==> config.mk <==
export PLATFORM = sky130hd
export DESIGN_NAME = systolic_feeder
export DESIGN_NICKNAME = d
export VERILOG_FILES = /design/src/rtl/systolic_feeder.sv
export SDC_FILE = /design/constraint.sdc
export NUM_CORES = 1
export LEC_CHECK = 0
export ABC_CLOCK_PERIOD_IN_PS = 6340
export CAP_MARGIN = 40
export CORE_ASPECT_RATIO = 1.2
export CORE_MARGIN = 3
export CORE_UTILIZATION = 35
export DETAILED_ROUTE_END_ITERATION = 10
export PLACE_DENSITY_LB_ADDON = 0.12
export SLEW_MARGIN = 15
export SYNTH_ARGS = -nofsm -noshare
export SYNTH_HDL_FRONTEND = slang
export SYNTH_SLANG_ARGS = --single-unit
==> constraint.sdc <==
create_clock -name clk -period 6.34 [get_ports clk]
set_input_delay 1.268 -clock clk [delete_from_list [all_inputs] [get_ports clk]]
set_output_delay 1.268 -clock clk [all_outputs]
set_load 0.01 [all_outputs]
==> src/rtl/systolic_feeder.sv <==
// Transmit-side sequencer for a 2x2 weight-stationary systolic array: column size strobe,
// skewed weight load, bank switch, skewed input streaming and drain with completion pulse.
module systolic_feeder #(
  parameter int SYSTOLIC_ARRAY_WIDTH = 2,
  parameter int DATA_WIDTH           = 16,
  parameter int DRAIN_CYCLES         = 5
) (
  input  logic                  clk,
  input  logic                  rst,
  input  logic                  cmd_start,
  input  logic [DATA_WIDTH-1:0] cmd_rows,
  input  logic [DATA_WIDTH-1:0] cmd_cols,
  input  logic                  w_valid,
  output logic                  w_ready,
  input  logic [DATA_WIDTH-1:0] w_data_1,
  input  logic [DATA_WIDTH-1:0] w_data_2,
  input  logic                  x_valid,
  output logic                  x_ready,
  input  logic [DATA_WIDTH-1:0] x_data_1,
  input  logic [DATA_WIDTH-1:0] x_data_2,
  output logic [DATA_WIDTH-1:0] ub_rd_col_size_in,
  output logic                  ub_rd_col_size_valid_in,
  output logic [DATA_WIDTH-1:0] sys_weight_in_x1,
  output logic [DATA_WIDTH-1:0] sys_weight_in_x2,
  output logic                  sys_accept_w_1,
  output logic                  sys_accept_w_2,
  output logic                  sys_switch_in,
  output logic [DATA_WIDTH-1:0] sys_data_in_1x,
  output logic [DATA_WIDTH-1:0] sys_data_in_2x,
  output logic                  sys_start,
  output logic                  busy,
  output logic                  done
);

  // state  | meaning
  // IDLE   | waiting for cmd_start
  // CFG    | column size strobe to the array
  // LOAD_W | accepting weight rows, then letting the column-2 skew flush
  // SWITCH | one-cycle weight bank switch
  // STREAM | accepting input rows until rows_left reaches 0
  // DRAIN  | waiting for the array to empty; done on the last cycle
  typedef enum logic [2:0] {
    IDLE   = 3'd0,
    CFG    = 3'd1,
    LOAD_W = 3'd2,
    SWITCH = 3'd3,
    STREAM = 3'd4,
    DRAIN  = 3'd5
  } state_t;

  localparam int WCW = $clog2(SYSTOLIC_ARRAY_WIDTH + 1);
  localparam int DCW = $clog2(DRAIN_CYCLES + 1);
  localparam logic [WCW-1:0]        W_BEATS  = WCW'(SYSTOLIC_ARRAY_WIDTH);
  localparam logic [DATA_WIDTH-1:0] MAX_COLS = DATA_WIDTH'(SYSTOLIC_ARRAY_WIDTH);

  state_t                state, next_state;
  logic [DATA_WIDTH-1:0] rows_left;
  logic [WCW-1:0]        w_cnt;
  logic [DATA_WIDTH-1:0] w2_skew, x2_skew;
  logic                  w2_skew_vld, x2_skew_vld, x2_out_vld;
  logic [DCW-1:0]        drain_cnt;
  logic                  w_beat, x_beat, drain_run;

  assign w_ready   = (state == LOAD_W) && (w_cnt != W_BEATS);
  assign x_ready   = (state == STREAM) && (rows_left != '0);
  assign busy      = (state != IDLE);
  assign w_beat    = w_valid && w_ready;
  assign x_beat    = x_valid && x_ready;
  // drain time only counts once the last skewed column-2 element has left
  assign drain_run = !x2_skew_vld && !x2_out_vld;

  always_ff @(posedge clk or posedge rst) begin
    if (rst) state <= IDLE;
    else     state <= next_state;
  end

  always_comb begin
    next_state = state;
    case (state)
      IDLE:    if (cmd_start) next_state = CFG;
      CFG:     next_state = LOAD_W;
      LOAD_W:  if ((w_cnt == W_BEATS) && !w2_skew_vld) next_state = SWITCH;
      SWITCH:  next_state = (rows_left != '0) ? STREAM : DRAIN;
      STREAM:  if (x_beat && (rows_left == DATA_WIDTH'(1))) next_state = DRAIN;
      DRAIN:   if (drain_run && (drain_cnt == DCW'(1))) next_state = IDLE;
      default: next_state = IDLE;
    endcase
  end

  always_ff @(posedge clk or posedge rst) begin
    if (rst) begin
      rows_left               <= '0;
      w_cnt                   <= '0;
      ub_rd_col_size_in       <= '0;
      ub_rd_col_size_valid_in <= 1'b0;
      sys_weight_in_x1        <= '0;
      sys_weight_in_x2        <= '0;
      sys_accept_w_1          <= 1'b0;
      sys_accept_w_2          <= 1'b0;
      w2_skew                 <= '0;
      w2_skew_vld             <= 1'b0;
      sys_switch_in           <= 1'b0;
      sys_data_in_1x          <= '0;
      sys_data_in_2x          <= '0;
      sys_start               <= 1'b0;
      x2_skew                 <= '0;
      x2_skew_vld             <= 1'b0;
      x2_out_vld              <= 1'b0;
      drain_cnt               <= '0;
      done                    <= 1'b0;
    end else begin
      ub_rd_col_size_valid_in <= 1'b0;
      if ((state == IDLE) && cmd_start) begin
        rows_left               <= cmd_rows;
        ub_rd_col_size_in       <= (cmd_cols > MAX_COLS) ? MAX_COLS : cmd_cols;
        ub_rd_col_size_valid_in <= 1'b1;
      end else if (x_beat) begin
        rows_left <= rows_left - DATA_WIDTH'(1);
      end

      if (state == CFG)  w_cnt <= '0;
      else if (w_beat)   w_cnt <= w_cnt + WCW'(1);

      // column 2 sees each weight one cycle after column 1
      sys_accept_w_1   <= w_beat;
      sys_weight_in_x1 <= w_beat ? w_data_1 : '0;
      w2_skew_vld      <= w_beat;
      w2_skew          <= w_beat ? w_data_2 : '0;
      sys_accept_w_2   <= w2_skew_vld;
      sys_weight_in_x2 <= w2_skew;

      sys_switch_in <= (state == LOAD_W) && (next_state == SWITCH);

      sys_start      <= x_beat;
      sys_data_in_1x <= x_beat ? x_data_1 : '0;
      x2_skew_vld    <= x_beat;
      x2_skew        <= x_beat ? x_data_2 : '0;
      x2_out_vld     <= x2_skew_vld;
      sys_data_in_2x <= x2_skew;

      if ((state != DRAIN) && (next_state == DRAIN))
        drain_cnt <= DCW'(DRAIN_CYCLES);
      else if ((state == DRAIN) && drain_run && (drain_cnt != '0))
        drain_cnt <= drain_cnt - DCW'(1);

      // registered done lands on the final drain cycle (count 1)
      done <= (state == DRAIN) && drain_run && (drain_cnt == DCW'(2));
    end
  end

endmodule

=== After elaboration in Yosys (flattened, before gate mapping) ===
Index checks and enable logic that the tools add are counted.

* Register bits: 143
* Input port bits: 101
* Output and inout port bits: 89
* Logic and storage cells: 77

* Add/subtract/negate cells: 3
* Order comparisons: 1
* Eq/ne operators: 13
* Muxes and demuxes: 18
* Reduce and logical (&&, ||, !) cells: 24

{| class="wikitable"
|+ Operators by type and width
! operator !! count
|-
| two-way mux 16 bit || 7
|-
| two-way mux 3 bit || 6
|-
| case mux 3 bit (6 select lines) || 1
|-
| == test 16 x 1 -> 1 bit (second input constant) || 1
|-
| greater-than comparator 16 x 2 -> 1 bit (second input constant) || 1
|-
| nonzero test 16 bit || 1
|-
| subtractor 16 x 1 -> 16 bit (second input constant) || 1
|-
| logical AND 1 bit || 14
|-
| == test 3 x 2 -> 1 bit (second input constant) || 4
|-
| == test 3 bit (second input constant) || 3
|-
| == test 3 x 1 -> 1 bit (second input constant) || 2
|-
| nonzero test 2 bit || 3
|-
| nonzero test 3 bit || 2
|-
| two-way mux 2 bit || 2
|-
| zero test 1 bit || 3
|-
| zero test 3 bit || 1
|-
| != test 3 bit (second input constant) || 1
|-
| subtractor 3 x 1 -> 3 bit (second input constant) || 1
|-
| adder 2 x 1 -> 2 bit (second input constant) || 1
|-
| == test 2 bit (second input constant) || 1
|-
| two-way mux 1 bit || 2
|-
| != test 2 bit (second input constant) || 1
|}

=== Logic depth before layout (Yosys ltp) ===
* Depth in word-level cells: 9
* Depth in mapped cells: 8

=== Worst setup path after synthesis ===
Ideal clock, no wire load.

* Path kind: reg2out
* Start: register rows_left[0]
* End: output port x_ready
* Arrival time: 1.568 ns
* Required time: 5.072 ns
* Path slack: 3.504 ns
* Cell stages (with the launch flop): 7
* Cells stage by stage: dfrtp_1 > inv_1 > ha_1 > nor3b_1 > and4_1 > clkbuf_1 > nor3b_1

* Cells in the longest elaborated chain, start to end: 2

{| class="wikitable"
|+ RTL lines
! what !! line !! RTL
|-
| start: declaration || 57 || <nowiki>logic [DATA_WIDTH-1:0] rows_left;</nowiki>
|-
| start signal: assignment || 114 || <nowiki>rows_left <= cmd_rows;</nowiki>
|-
| start signal: assignment || 118 || <nowiki>rows_left <= rows_left - DATA_WIDTH'(1);</nowiki>
|-
| nonzero test 16 bit || 65 || <nowiki>assign x_ready = (state == STREAM) && (rows_left != '0);</nowiki>
|-
| logical AND 1 bit || 65 ||
|-
| end: declaration || 18 || <nowiki>output logic x_ready,</nowiki>
|}

Every way passes these cells.

=== Worst setup path after layout ===
Ends and elaborated chain as after synthesis.

==> impl_metrics.yaml <==
status:
  status: "finished clean"
layout:
  diodes: 0
  drive_above_1_share: 0.0718
  nNetsFinal: 710
  syn_to_final_growth_pct: 53.1
global_route:
  grt-ovfl-total: 0
  track_usage: 0.164
  grt_pass1_wl_mm: 21.4
  grt_pass1_vias: 4065
  antenna_found_initial: 0
  grt_max_degree: 59
synthesis:
  synth_cells: 412
  yosys.area.top_type: "dfrtp_1"
  synthDominantCellAreaShare: 0.687
  post_synth.cell_area_avg_sq_um: 12.6
  syn_nets: 521
  yosys-top-cells-count: "dfrtp_1, and3_1, clkbuf_1, nand2_1, and2_1"
  synth-seq-cells: 143
  async_flop_share: 1.00
  synth_area_sq_mm: 0.00521
  ys_seq_area_frac: 0.687
  ys.flop_type: "dfrtp_1"
  synthTopCellsByArea: "dfrtp_1, and3_1, and2_1, ha_1, clkbuf_1"
  post-synth-top-count-cell: "dfrtp_1"
  synth_cell_types: 47
  ys_warn_count: 0
  synth_edf_count: 0
placement:
  routabilityCongestion: 0.780
  detailed_place_hpwl_mm: 8.98
  port_buffers: 189
timing:
  maxSlewViolCount: 0
  hold_ws_ns: 0.342
  fin_crit_ns: 3.99
  hold_viol: 0
  worstMarginPinSlew_ns: 0.744
  fin_skew_ns: 0.00983
  fmax_mhz: 250
  setup_viol_count_final: 0
  finalCritPeriodShare: 0.630
  rsz0062_at_grt: "no"
  max-slew-margin-rel: 0.499
  tns_ns: 0
worst_hold_path:
  hp-class: "reg2reg"
clocking:
  clk_pin_slew_ns: 0.06
  clockBufferDepth: 2
  cts_setup_buffers: 0
  cts_buffers: 17
  cts_max_level: 4
  clk_latency_ns: 0.42
  cts_resized: 0
  cts_tree: "built"
  clkSinkCount: 143
  cts.hold.buffers_added: 0
  cts-root-buf: "clkbuf_16"
detailed_routing:
  drt_iter0_drc: 230
  drtAntennaViolNets: 0
  viasPerCell: 4.80
  wirelength_mm: 13.0
  drcViolationCount: 0
  vias: 3904
  wire_per_inst_microns: 16.0
  first_pass_iters: 4
setup_path:
  start_kind: "flip-flop"
  worstSetupEndpointType: "primary output"
  rr_worst_depth: 4
  worstPathArrival_ns: 2.73
  critPathMaxFanout: 7
  criticalPathCategory: "reg2out"
  rr_startpoint: "rows_left[2]$_DFFE_PP0P_"
  crit_end: "x_ready"
  startpoint: "rows_left[0]$_DFFE_PP0P_"
  critical_path_required_ns: 5.07
  reg2reg_slack_ns: 3.89
  r2r-end: "rows_left[13]$_DFFE_PP0P_"
power:
  vdd_drop_max_uv: 161
  power_density_mw_per_mm2: 357
  p_leak_nw: 3.78
die:
  core_sq_mm: 0.0145
  io_pins: 190
  die_w_microns: 117
  start_util: 0.360
  die_area_sq_mm: 0.0164
  row_count: 48
  chipHeight_microns: 140
flow_run:
  cap_violations: 0
[placed cells by master, fill, tap and decap left out, drive strengths merged, types with 3 or more instances in the layout]
master	count
o211ai	5
clkbuf	19
or4	7
a21oi	4
nor2	18
o21ai	5
nand4	3
nor3b	3
and4	4
a311oi	7
nand2	25
bufinv	4
ha	8
and3	65
or2	3
nand3	3
clkdlybuf4s50	189
and2	20
a31oi	4
inv	17
buf	7
nor3	5
dfrtp	143
xnor2	3
nor4	10
[flip-flops by register name (all words and copies together) (netlist names)]
register,flops
rows_left,16
sys_data_in_1x,16
sys_data_in_2x,16
sys_weight_in_x1,16
sys_weight_in_x2,16
ub_rd_col_size_in,16
w2_skew,16
x2_skew,16
drain_cnt,3
state,3
w_cnt,2
done,1
sys_accept_w_2,1
sys_switch_in,1
ub_rd_col_size_valid_in,1
w2_skew_vld,1
x2_out_vld,1
x2_skew_vld,1
[cells by family after synthesis]
| kind of cell | after synthesis | synth area share |
|---|---|---|
| adder cells (fa/ha/maj) | 8 | 0.0192 |
| AO/OA/AOI/OAI | 38 | 0.0538 |
| multiplexers | 2 | 0.00384 |
| XOR/XNOR | 3 | 0.00505 |
| flip-flops | 143 | 0.687 |
| buffers and inverters | 39 | 0.0283 |
| AND/OR/NAND/NOR | 179 | 0.203 |
[per-stage QoR]
step | setup slack (ns) | instances | total power [mW] | area (sq um) | util
final | 2.35 | 813 | 2.85 | 7980 | 0.551
after CTS | 2.33 | 813 | 2.88 | 7980 | 0.551
after global routing | 2.13 | 813 | 3.00 | 7980 | 0.551
after global placement | 2.89 | 780 | 1.79 | 7320 | 0.505
after floorplan | 1.23 | 412 | 1.51 | 5210 | -
after detailed placement | 2.81 | 782 | 1.82 | 7360 | 0.508
[worst max-delay path, cell delays in order (launching register included)]
cell             delay [ns]
dfrtp_1                0.40
inv_1                  0.13
ha_1                   0.20
nor3b_1                0.48
and4_1                 0.47
nor3b_1                0.10
clkdlybuf4s50_1        0.53
[power breakdown]
| group | switching (mW) | leakage [nW] | total [mW] | internal, mW |
|---|---|---|---|---|
| logic | 0.303 | 1.55 | 0.622 | 0.319 |
| registers | 0.123 | 1.93 | 1.18 | 1.06 |
| clock network | 0.381 | 0.295 | 1.04 | 0.661 |
| total | 0.807 | 3.78 | 2.85 | 2.04 |
[routing by layer]
| layer | up-vias | GRT usage | part of all wire | wire [microns] |
|---|---|---|---|---|
| li1 | 1831 | - | - | - |
| met1 | 1924 | 0.191 | 0.40 | 5260 |
| met5 | - | 0 | 0 | 0 |
| met3 | 18 | 0.0557 | 0.064 | 836 |
| met2 | 131 | 0.281 | 0.52 | 6730 |
| met4 | 0 | 0.0636 | 0.015 | 200 |
[worst min path at each step]
stage                           from                      endpoint  slack [ns]  cells after the start
6_report       x2_skew[12]$_DFF_PP0_  sys_data_in_2x[12]$_DFF_PP0_        0.34                      0
5_1_grt         x2_skew[8]$_DFF_PP0_   sys_data_in_2x[8]$_DFF_PP0_        0.35                      0
4_1_cts         x2_skew[9]$_DFF_PP0_   sys_data_in_2x[9]$_DFF_PP0_        0.34                      0
3_5_place_dp   x2_skew[12]$_DFF_PP0_  sys_data_in_2x[12]$_DFF_PP0_        0.33                      0
3_3_place_gp    x2_skew[6]$_DFF_PP0_   sys_data_in_2x[6]$_DFF_PP0_        0.33                      0
2_1_floorplan   x2_skew[0]$_DFF_PP0_   sys_data_in_2x[0]$_DFF_PP0_        0.33                      0
[cell type report]
| class | count | area (sq um) |
|---|---|---|
| tap | 200 | 250 |
| clock buffer | 19 | 433 |
| clock inverter | 12 | 184 |
| inverter | 13 | 53.8 |
| fill | 1237 | 6500 |
| timing repair buffer | 196 | 1970 |
| multi-input combinational | 230 | 1500 |
| sequential | 143 | 3580 |
Power figures use the tool's default switching activity.
